$ cat config.mk
export PLATFORM = sky130hd
export DESIGN_NAME = prbs9_lfsr
export DESIGN_NICKNAME = d
export VERILOG_FILES = /design/src/rtl/prbs_ber_pkg.sv /design/src/rtl/prbs9_lfsr.sv
export SDC_FILE = /design/constraint.sdc
export NUM_CORES = 1
export LEC_CHECK = 0
export BUFFER_PORTS_ARGS = -buffer_cell sky130_fd_sc_hd__buf_2
export CAP_MARGIN = 20
export CORE_UTILIZATION = 30
export CTS_BUF_LIST = sky130_fd_sc_hd__clkbuf_16
export CTS_CLUSTER_SIZE = 14
export DETAILED_ROUTE_END_ITERATION = 10
export PLACE_DENSITY = 0.51
export SKIP_LAST_GASP = 1
export SYNTH_ARGS = -nofsm -noshare
export SYNTH_HDL_FRONTEND = slang
export SYNTH_SLANG_ARGS = --single-unit
$ cat constraint.sdc
create_clock -name clk -period 1.1 [get_ports clk]
set_input_delay 0.055 -clock clk [delete_from_list [all_inputs] [get_ports clk]]
set_output_delay 0.055 -clock clk [all_outputs]
set_load 0.02 [all_outputs]
$ cat src/rtl/prbs_ber_pkg.sv
// Shared PRBS9 tap constants, checker state encoding and a constant clog2 helper
// for the PRBS bit-error-rate checker.
package prbs_ber_pkg;

    localparam int PRBS_LEN = 9;
    localparam int PRBS_TAP = 5;

    typedef enum logic {
        SEARCH = 1'b0,
        LOCKED = 1'b1
    } state_t;

    function automatic int clog2(input int value);
        int result;
        int rem;
        result = 0;
        rem    = value - 1;
        while (rem > 0) begin
            result = result + 1;
            rem    = rem >> 1;
        end
        return result;
    endfunction

endpackage

$ cat src/rtl/prbs9_lfsr.sv
// PRBS9 (x^9+x^5+1) shift register: loads received bits while searching and
// free-runs on its own prediction once locked.
module prbs9_lfsr
    import prbs_ber_pkg::*;
(
    input  logic clk,
    input  logic rst,
    input  logic en,
    input  logic load_mode,
    input  logic in_bit,
    output logic pred,
    output logic zero
);

    logic [PRBS_LEN-1:0] lfsr_reg;

    assign pred = lfsr_reg[PRBS_LEN-1] ^ lfsr_reg[PRBS_TAP-1];
    assign zero = (lfsr_reg == '0);

    always_ff @(posedge clk or posedge rst) begin
        if (rst) begin
            lfsr_reg <= '0;
        end else if (en) begin
            lfsr_reg <= {lfsr_reg[PRBS_LEN-2:0], (load_mode ? in_bit : pred)};
        end
    end

endmodule

==> impl_metrics.csv, run 1 <==
group,metric,value,unit
worst_setup_path,timing.critical_path.buf_inv,1,
synth,syn_nets,32,
sta,whs,164,ps
clock_network,cts_sinks,9,
synth,yosysSeqAreaShare,57.7,%
sta,max_freq,656,MHz
finish,num-nets-final,50,
global_route,grt_pass1_vias,321,
finish,syn_to_final_growth,55.4,%
sta,slew_headroom,76.8,%
clock_network,insertion_delay,230,ps
sta,finalHoldViolCount,0,
outcome,violations,"negative setup slack",
die,rows,12,
routing,vias,278,
place,place_inst,52,
routing,detail-route-antenna-nets,0,
finish,final_cells,58,
die,ios,7,
finish,fin_area,607,sq um
global_route,grt_overflow_total,0,
sta,fin_tns_setup,-453,ps
worst_setup_path,path_cells,"or4_4 -> nor4_4 -> buf_4",
sta,finalWorstSetupSlack,-424,ps
worst_setup_path,crit_type,"flip-flop to output pin",
worst_setup_path,cp.arrival,1470,ps
finish,drive_above_1_share,61.4,%
place,placed_cell_area,487,sq um
worst_setup_path,cp-end-kind,"output pin",
power,p_total,1.92,mW
clock_network,cts_buffers,3,
global_route,grt.total_usage,15.3,%
place,io_buffers,6,
die,start_util,33.8,%
clock_network,cts_tree,"yes",
global_route,antenna_found_initial,0,
die,die_width,38.1,microns
sta,rsz0062_at_grt,"yes",
worst_setup_path,startpoint_type,"flip-flop",
clock_network,clockBufferDepth,2,
synth,ys_types,11,
sta,finalSetupViolCount,2,
synth,syn_area,390,sq um
synth,synth_top_area_cell,"dfrtp_1",
clock_network,clk_pin_slew,40,ps
worst_setup_path,cp_slowest_cell,"or4_4",
flow_run,cap_violations,0,
synth,yosys_warnings,0,
worst_setup_path,r2r.worst_path.cells,3,
die,die_y,38.1,microns
finish,largest_reg_flops,9,
sta,period_share,139,%
power,powerDensity,3170,nW/um^2
synth,ys_ff_latch,9,
outcome,status,"complete, but fails checks",
routing,first_pass_iters,1,
synth,syn_area_per_cell,14.5,sq um
worst_setup_path,cp_data_required_time,1040,ps
routing,drc,0,
global_route,grt_max_degree,12,
worst_setup_path,cp.depth,3,
hold_path,min_path_type,"input port to flip-flop",
die,dieArea,1450,sq um
power,total_leakage_power,0.294,nW
worst_setup_path,worstPathMaxFanout,2,
routing,drtIter0Drc,0,
finish,n_antenna_cell,0,
die,core,1160,sq um
clock_network,h-tree-depth,1,
place,pre_cts_ws,-202,ps
power,peakVddDrop,1470,uV
routing,wirelength,829,microns
synth,synth_area_leaders,"dfrtp_1, mux2_2, nor2b_1",
worst_setup_path,cpPeakStageDelay,550,ps
finish,fin_util,52.5,%
synth,yosysTopAreaCellShare,57.7,%
sta,worstMarginPinSlew,347,ps
routing,wl_per_cell,14.3,microns
sta,slew_violations,0,
global_route,grt_pass1_wl,1.43,mm
worst_setup_path,cp_top_family,"simple AND/OR/NAND/NOR gates",
sta,fin_worst_skew,1.05,ps
clock_network,cts_root_buf,"clkbuf_16",
place,place.gp.congestion,0.664,
synth,syn_inst,27,
routing,avgViaCountPerCell,4.79,
hold_path,hold_depth,3,
sta,fin_crit,1520,ps
cells by family (layout without fill, tap and decap cells):
logic type	count (synthesis)	in the layout	share of synthesized area [%]
flops	9	9	57.7
mux	8	8	23.1
simple gates	6	6	12.5
buf+inv	2	19	2.24
compound gates	1	1	2.24
xor+xnor	1	1	2.24
worst reg2reg max path, cell delays in order, from the launching register on:
cell and delay [ps]:
dfrtp_1 390, buf_6 130, xor2_2 170, a211o_1 260
power breakdown:
| part | switching [mW] | internal [mW] |
|---|---|---|
| combinational | 0.265 | 0.425 |
| clock | 0.145 | 0.474 |
| sequential | 0.129 | 0.485 |
path summary, 6_finish.rpt:
check                         endpoint         from  slack, ps
max in group asynchronous  lfsr_reg[6]          rst        520
min in group asynchronous  lfsr_reg[2]          rst        330
setup reg to reg           lfsr_reg[0]  lfsr_reg[4]         20
hold reg to reg            lfsr_reg[1]  lfsr_reg[0]        540
hold / removal             lfsr_reg[0]       in_bit        160
setup / recovery                  zero  lfsr_reg[3]       -420
synthesized netlist by cell type (all sizes together):
cell,number
dfrtp,9
mux2,8
nor2b,2
a211o,1
and3,1
buf,1
inv,1
nor4,1
or3,1
or4,1
xor2,1
layer usage:
metal	global-route usage (%)	routed length (microns)
met1	17.3	340
met2	26.3	439
met3	5.23	49
met4	5.36	0
met5	0	0
final cells by class:
cell class                 count  area (sq um)
sequential                     9           225
inverter                       1          3.75
tap                           14          17.5
clock buffer                   3          75.1
clock inverter                 1          3.75
multi-input combinational     16           173
timing repair buffer          14           109
fill                         115           549
repair_timing:
action	CTS	global route
endpoints found under the hold margin	9	0
resized for setup	6	1
pin swaps	1	1
setup buffers	1	1
gates cloned	0	0
hold buffers	1	0
setup endpoints to repair	2	3
placed cells by master (no fill, tap or decap), drive strengths merged:
cell type	instances
inv	2
and3	1
nor2b	2
clkbuf	3
buf	13
mux2	8
nor4	1
a211o	1
or3	1
xor2	1
or4	1
dfrtp	9
dlygate4sd3	1
Note: power is estimated with default switching activity, not from simulation.
==> inputs of run 2 (changes only) <==
--- a/config.mk
+++ b/config.mk
@@ -11,7 +11,7 @@
 export CTS_BUF_LIST = sky130_fd_sc_hd__clkbuf_16
 export CTS_CLUSTER_SIZE = 14
 export DETAILED_ROUTE_END_ITERATION = 10
-export PLACE_DENSITY = 0.51
+export PLACE_DENSITY = 0.49
 export SKIP_LAST_GASP = 1
 export SYNTH_ARGS = -nofsm -noshare
 export SYNTH_HDL_FRONTEND = slang
==> constraint.sdc (replaced) <==
create_clock -name clk -period 1.6 [get_ports clk]
set_input_delay 0.08 -clock clk [delete_from_list [all_inputs] [get_ports clk]]
set_output_delay 0.08 -clock clk [all_outputs]
set_load 0.02 [all_outputs]
==> impl_metrics.csv, run 2 (synthesized netlist as in run 1, its figures left out) <==
group,metric,value,unit
die,rows,12,
sta,rsz0062_at_grt,"yes",
routing,met3WireLength,59,microns
clock_network,cts_buffers,3,
sta,fin_crit,1560,ps
sta,period_share,97.8,%
clock_network,cts_sinks,9,
routing,wirelength,650,microns
hold_path,min_path_type,"input port to flip-flop",
die,die_width,38.1,microns
routing,first_pass_iters,3,
power,total_leakage_power,0.263,nW
routing,m1WireLength,291,microns
clock_network,cts_root_buf,"clkbuf_16",
sta,finalSetupViolCount,0,
die,ios,7,
routing,avgViaCountPerCell,4.77,
sta,slew_violations,0,
power,powerDensity,2120,nW/um^2
clock_network,cts_tree,"yes",
sta,slew_headroom,76.7,%
routing,wl_met2,282,microns
outcome,status,"finished clean",
global_route,grt_max_degree,12,
clock_network,clk_pin_slew,40,ps
global_route,grt_pass1_wl,1.02,mm
finish,mostFrequentLayoutCell,"dfrtp_1",
routing,wl_per_cell,12.3,microns
sta,fin_worst_skew,1.35,ps
sta,finalWorstSetupSlack,35.1,ps
worst_setup_path,startpoint_type,"flip-flop",
die,core,1160,sq um
sta,worstMarginPinSlew,350,ps
die,dieArea,1450,sq um
die,start_util,33.8,%
routing,drtIter0Drc,1,
place,place.gp.congestion,0.702,
worst_setup_path,worstPathMaxFanout,3,
place,io_buffers,6,
finish,drive_above_1_share,56.4,%
flow_run,cap_violations,0,
global_route,antenna_found_initial,0,
global_route,grt_pass1_vias,232,
routing,top_layer,"met4",
finish,n_antenna_cell,0,
routing,vias,253,
sta,finalHoldViolCount,0,
sta,whs,189,ps
clock_network,insertion_delay,230,ps
clock_network,h-tree-depth,1,
place,dpl.hpwl,446,microns
finish,syn_to_final_growth,40.7,%
worst_setup_path,crit_type,"flip-flop to output pin",
finish,num-fill-cells,103,
die,die_y,38.1,microns
finish,mostFrequentLayoutCells,"dfrtp_1, mux2_2, buf_2",
worst_setup_path,cp_data_required_time,1520,ps
routing,drc,0,
finish,num-nets-final,45,
worst_setup_path,cp.arrival,1480,ps
global_route,grt_overflow_total,0,
clock_network,clockBufferDepth,2,
worst_setup_path,cp-end-kind,"output pin",
power,peakVddDrop,785,uV
routing,detail-route-antenna-nets,0,
place,pre_cts_ws,181,ps
global_route,grt.total_usage,12.1,%
sta,max_freq,639,MHz
finish,largest_reg_flops,9,
run 2: cell types whose count changed in the layout (fill, tap and decap cells not counted), sizes merged:
cell    delta
clkinv     +1
inv        -1
buf        -5
run 2: timing repair:
item                                    in CTS  in global routing
endpoints found under the hold margin        9                  0
gates resized for setup                      0                  2
hold buffers                                 1                  0
pin swaps                                    1                  0
buffers inserted                             1                  1
endpoints found under the setup margin       1                  1
run 2: path summary, 6_finish.rpt:
path	startpoint	end	slack, ps	depth (start not counted)
min	in_bit	lfsr_reg[0]	190	3
min in group asynchronous	rst	lfsr_reg[0]	350	3
max reg2reg	lfsr_reg[4]	lfsr_reg[0]	540	3
max in group asynchronous	rst	lfsr_reg[5]	1000	3
max	lfsr_reg[3]	zero	40	3
min reg2reg	lfsr_reg[0]	lfsr_reg[1]	520	1
run 2: final cells by class:
class,instances,area (sq um),area share (%)
Sequential cell,9,225,41.0
Clock buffer,3,75.1,13.7
Inverter,1,3.75,0.683
Timing Repair Buffer,9,57.6,10.5
Tap cell,14,17.5,3.19
Clock inverter,1,5.00,0.911
Multi-Input combinational cell,16,165,30.1
run 2: critical path, stage by stage (launching register included):
cell,delay (ps)
dfrtp_1,380
or4_4,550
nor4_4,140
buf_4,180
run 2: layer usage:
metal	vias up	GRT usage [%]
li1	121	-
met1	120	11.9
met2	9	16.5
met3	3	10.5
met4	0	8.04
met5	-	0
run 2: through the flow:
| stage | instances | util (%) | cell area [sq um] | power (mW) | TNS (ps) |
|---|---|---|---|---|---|
| floorplan | 27 | - | 390 | 0.595 | 0 |
| global placement | 46 | 37.4 | 433 | 0.657 | 0 |
| detailed placement | 46 | 37.4 | 433 | 0.668 | 0 |
| CTS | 52 | 45.9 | 531 | 1.14 | 0 |
| global route | 53 | 47.5 | 549 | 1.23 | -13.9 |
| finish | 53 | 47.5 | 549 | 1.17 | 0 |
run 2: power breakdown:
| group | switching [mW] | total [mW] | internal, mW |
|---|---|---|---|
| registers | 0.0852 | 0.418 | 0.333 |
| logic | 0.133 | 0.308 | 0.175 |
| clock network | 0.111 | 0.440 | 0.329 |
==> inputs of run 3 (changes only) <==
--- a/config.mk
+++ b/config.mk
@@ -7,6 +7,7 @@
 export LEC_CHECK = 0
 export BUFFER_PORTS_ARGS = -buffer_cell sky130_fd_sc_hd__buf_2
 export CAP_MARGIN = 20
+export CORE_MARGIN = 10
 export CORE_UTILIZATION = 30
 export CTS_BUF_LIST = sky130_fd_sc_hd__clkbuf_16
 export CTS_CLUSTER_SIZE = 14
==> constraint.sdc (replaced) <==
create_clock -name clk -period 1.5 [get_ports clk]
set_input_delay 0.075 -clock clk [delete_from_list [all_inputs] [get_ports clk]]
set_output_delay 0.075 -clock clk [all_outputs]
set_load 0.02 [all_outputs]
==> impl_metrics.csv, run 3 (synthesized netlist as in run 1, its figures left out) <==
group,metric,value,unit
die,die_width,56.1,microns
power,total_leakage_power,0.268,nW
sta,finalWorstSetupSlack,-50.3,ps
sta,fin_worst_skew,1.71,ps
routing,drtIter0Drc,0,
worst_setup_path,cp_data_required_time,1420,ps
global_route,use_met1,4.65,%
worst_setup_path,cp.arrival,1480,ps
sta,finalHoldViolCount,0,
worst_setup_path,timing.rr.start,"lfsr_reg[4]",
routing,first_pass_iters,1,
global_route,antenna_found_initial,0,
finish,largest_reg_flops,9,
finish,syn_to_final_growth,42.6,%
power,powerDensity,2270,nW/um^2
routing,detail-route-antenna-nets,0,
sta,slew_headroom,78.6,%
clock_network,cts_sinks,9,
global_route,grt_pass1_vias,273,
power,netSwitchingFraction,28.3,%
power,p_int,0.908,mW
hold_path,worstHoldStart,"in_bit",
global_route,grt_max_degree,12,
power,p_clk_share,36.5,%
finish,regArea,225,sq um
global_route,grt_pass1_wl,1.28,mm
die,dieArea,3140,sq um
sta,slew_violations,0,
power,combPwrFrac,28.0,%
routing,wl_per_cell,14.2,microns
outcome,status,"complete, but fails checks",
die,start_util,33.3,%
routing,vias,257,
worst_setup_path,path_cells,"or4_4 -> nor4_4 -> buf_4",
finish,multi_input_area,165,sq um
finish,num-fill-cells,112,
sta,rsz0062_at_grt,"yes",
worst_setup_path,timing.critical_path.buf_inv,1,
finish,mostFrequentLayoutCells,"dfrtp_1, mux2_2, buf_2",
power,seq_power_share,35.5,%
finish,drive_above_1_share,57.5,%
global_route,grt.total_usage,5.46,%
worst_setup_path,crit_type,"flip-flop to output pin",
clock_network,insertion_delay,230,ps
clock_network,h-tree-depth,1,
sta,worstMarginPinSlew,320,ps
power,peakVddDrop,1030,uV
power,power.net_switching,0.358,mW
global_route,grt_overflow_total,0,
die,core,1170,sq um
flow_run,cap_violations,0,
hold_path,min_path_type,"input port to flip-flop",
worst_setup_path,cp-end-kind,"output pin",
clock_network,clockBufferDepth,2,
sta,whs,172,ps
outcome,violations,"negative setup slack",
finish,mostFrequentLayoutCell,"dfrtp_1",
finish,num-nets-final,46,
worst_setup_path,startpoint,"lfsr_reg[5]",
routing,wirelength,767,microns
die,ios,7,
worst_setup_path,rrSetupSlack,430,ps
place,place.gp.congestion,0.706,
clock_network,cts_buffers,3,
sta,fin_tns_setup,-50.3,ps
worst_setup_path,worstPathMaxFanout,2,
global_route,met2_usage,8.82,%
worst_setup_path,cp_top_family,"simple AND/OR/NAND/NOR gates",
global_route,grt-busiest-layer,"met2",
die,die_y,56.1,microns
routing,avgViaCountPerCell,4.76,
sta,fin_crit,1550,ps
sta,max_freq,645,MHz
worst_setup_path,startpoint_type,"flip-flop",
global_route,use_met3,4.33,%
sta,period_share,103,%
finish,fin_area,557,sq um
place,io_buffers,6,
sta,finalSetupViolCount,1,
finish,n_antenna_cell,0,
routing,drc,0,
die,rows,12,
worst_setup_path,cpPeakStageDelay,550,ps
worst_setup_path,cp_slowest_cell,"or4_4",
clock_network,cts_tree,"yes",
place,pre_cts_ws,106,ps
clock_network,cts_root_buf,"clkbuf_16",
clock_network,clk_pin_slew,40,ps
place,placed_cell_area,440,sq um
==> run 3: changes by cell type in the layout (fill, tap and decap cells not counted), sizes merged <==
cell and change:
buf +1
==> run 3: what timing repair did <==
| item | 4_1_cts | 5_1_grt |
|---|---|---|
| hold endpoints to repair | 9 | 0 |
| setup buffers | 2 | 0 |
| resized for setup | 1 | 1 |
| hold buffers | 1 | 0 |
| pin swaps | 2 | 0 |
| setup endpoints to repair | 1 | 1 |
| cloned | 0 | 0 |
==> run 3: path summary, 6_finish.rpt <==
check                      cells past startpoint          end
max in group asynchronous                      3  lfsr_reg[6]
min reg2reg                                    1  lfsr_reg[2]
min                                            3  lfsr_reg[0]
max reg2reg                                    3  lfsr_reg[0]
max                                            3         zero
min in group asynchronous                      3  lfsr_reg[3]
==> run 3: routing by layer <==
layer  part of all wire [%]  routed length [microns]
met2                     49                      378
met1                     42                      324
met4                      0                        0
met3                    8.3                       64
met5                      0                        0
==> run 3: final cells by class <==
class	instances	area share (%)
tap	14	3.15
clock buffer	3	13.5
timing repair buffer	10	11.7
multi-input combinational	16	29.7
inverter	1	0.674
clock inverter	1	0.899
sequential	9	40.4
==> run 3: per-stage QoR <==
step	total power, mW	cells	util [%]
global placement	0.724	47	37.6
finish	1.27	54	47.5
global route	1.33	54	47.5
detailed placement	0.731	47	37.6
floorplan	0.634	27	-
CTS	1.25	54	46.8
==> run 3: power groups by stage <==
stage	clock network [mW]	registers (mW)	logic, mW
4_1_cts	0.471	0.436	0.343
6_report	0.462	0.450	0.354
2_1_floorplan	0	0.422	0.213
3_5_place_dp	0	0.439	0.292
5_1_grt	0.489	0.465	0.380
3_3_place_gp	0	0.434	0.290
==> run 3: worst min-delay path: stages <==
cell     delay (ps)
buf_2            70
and3_1          130
a211o_1          90
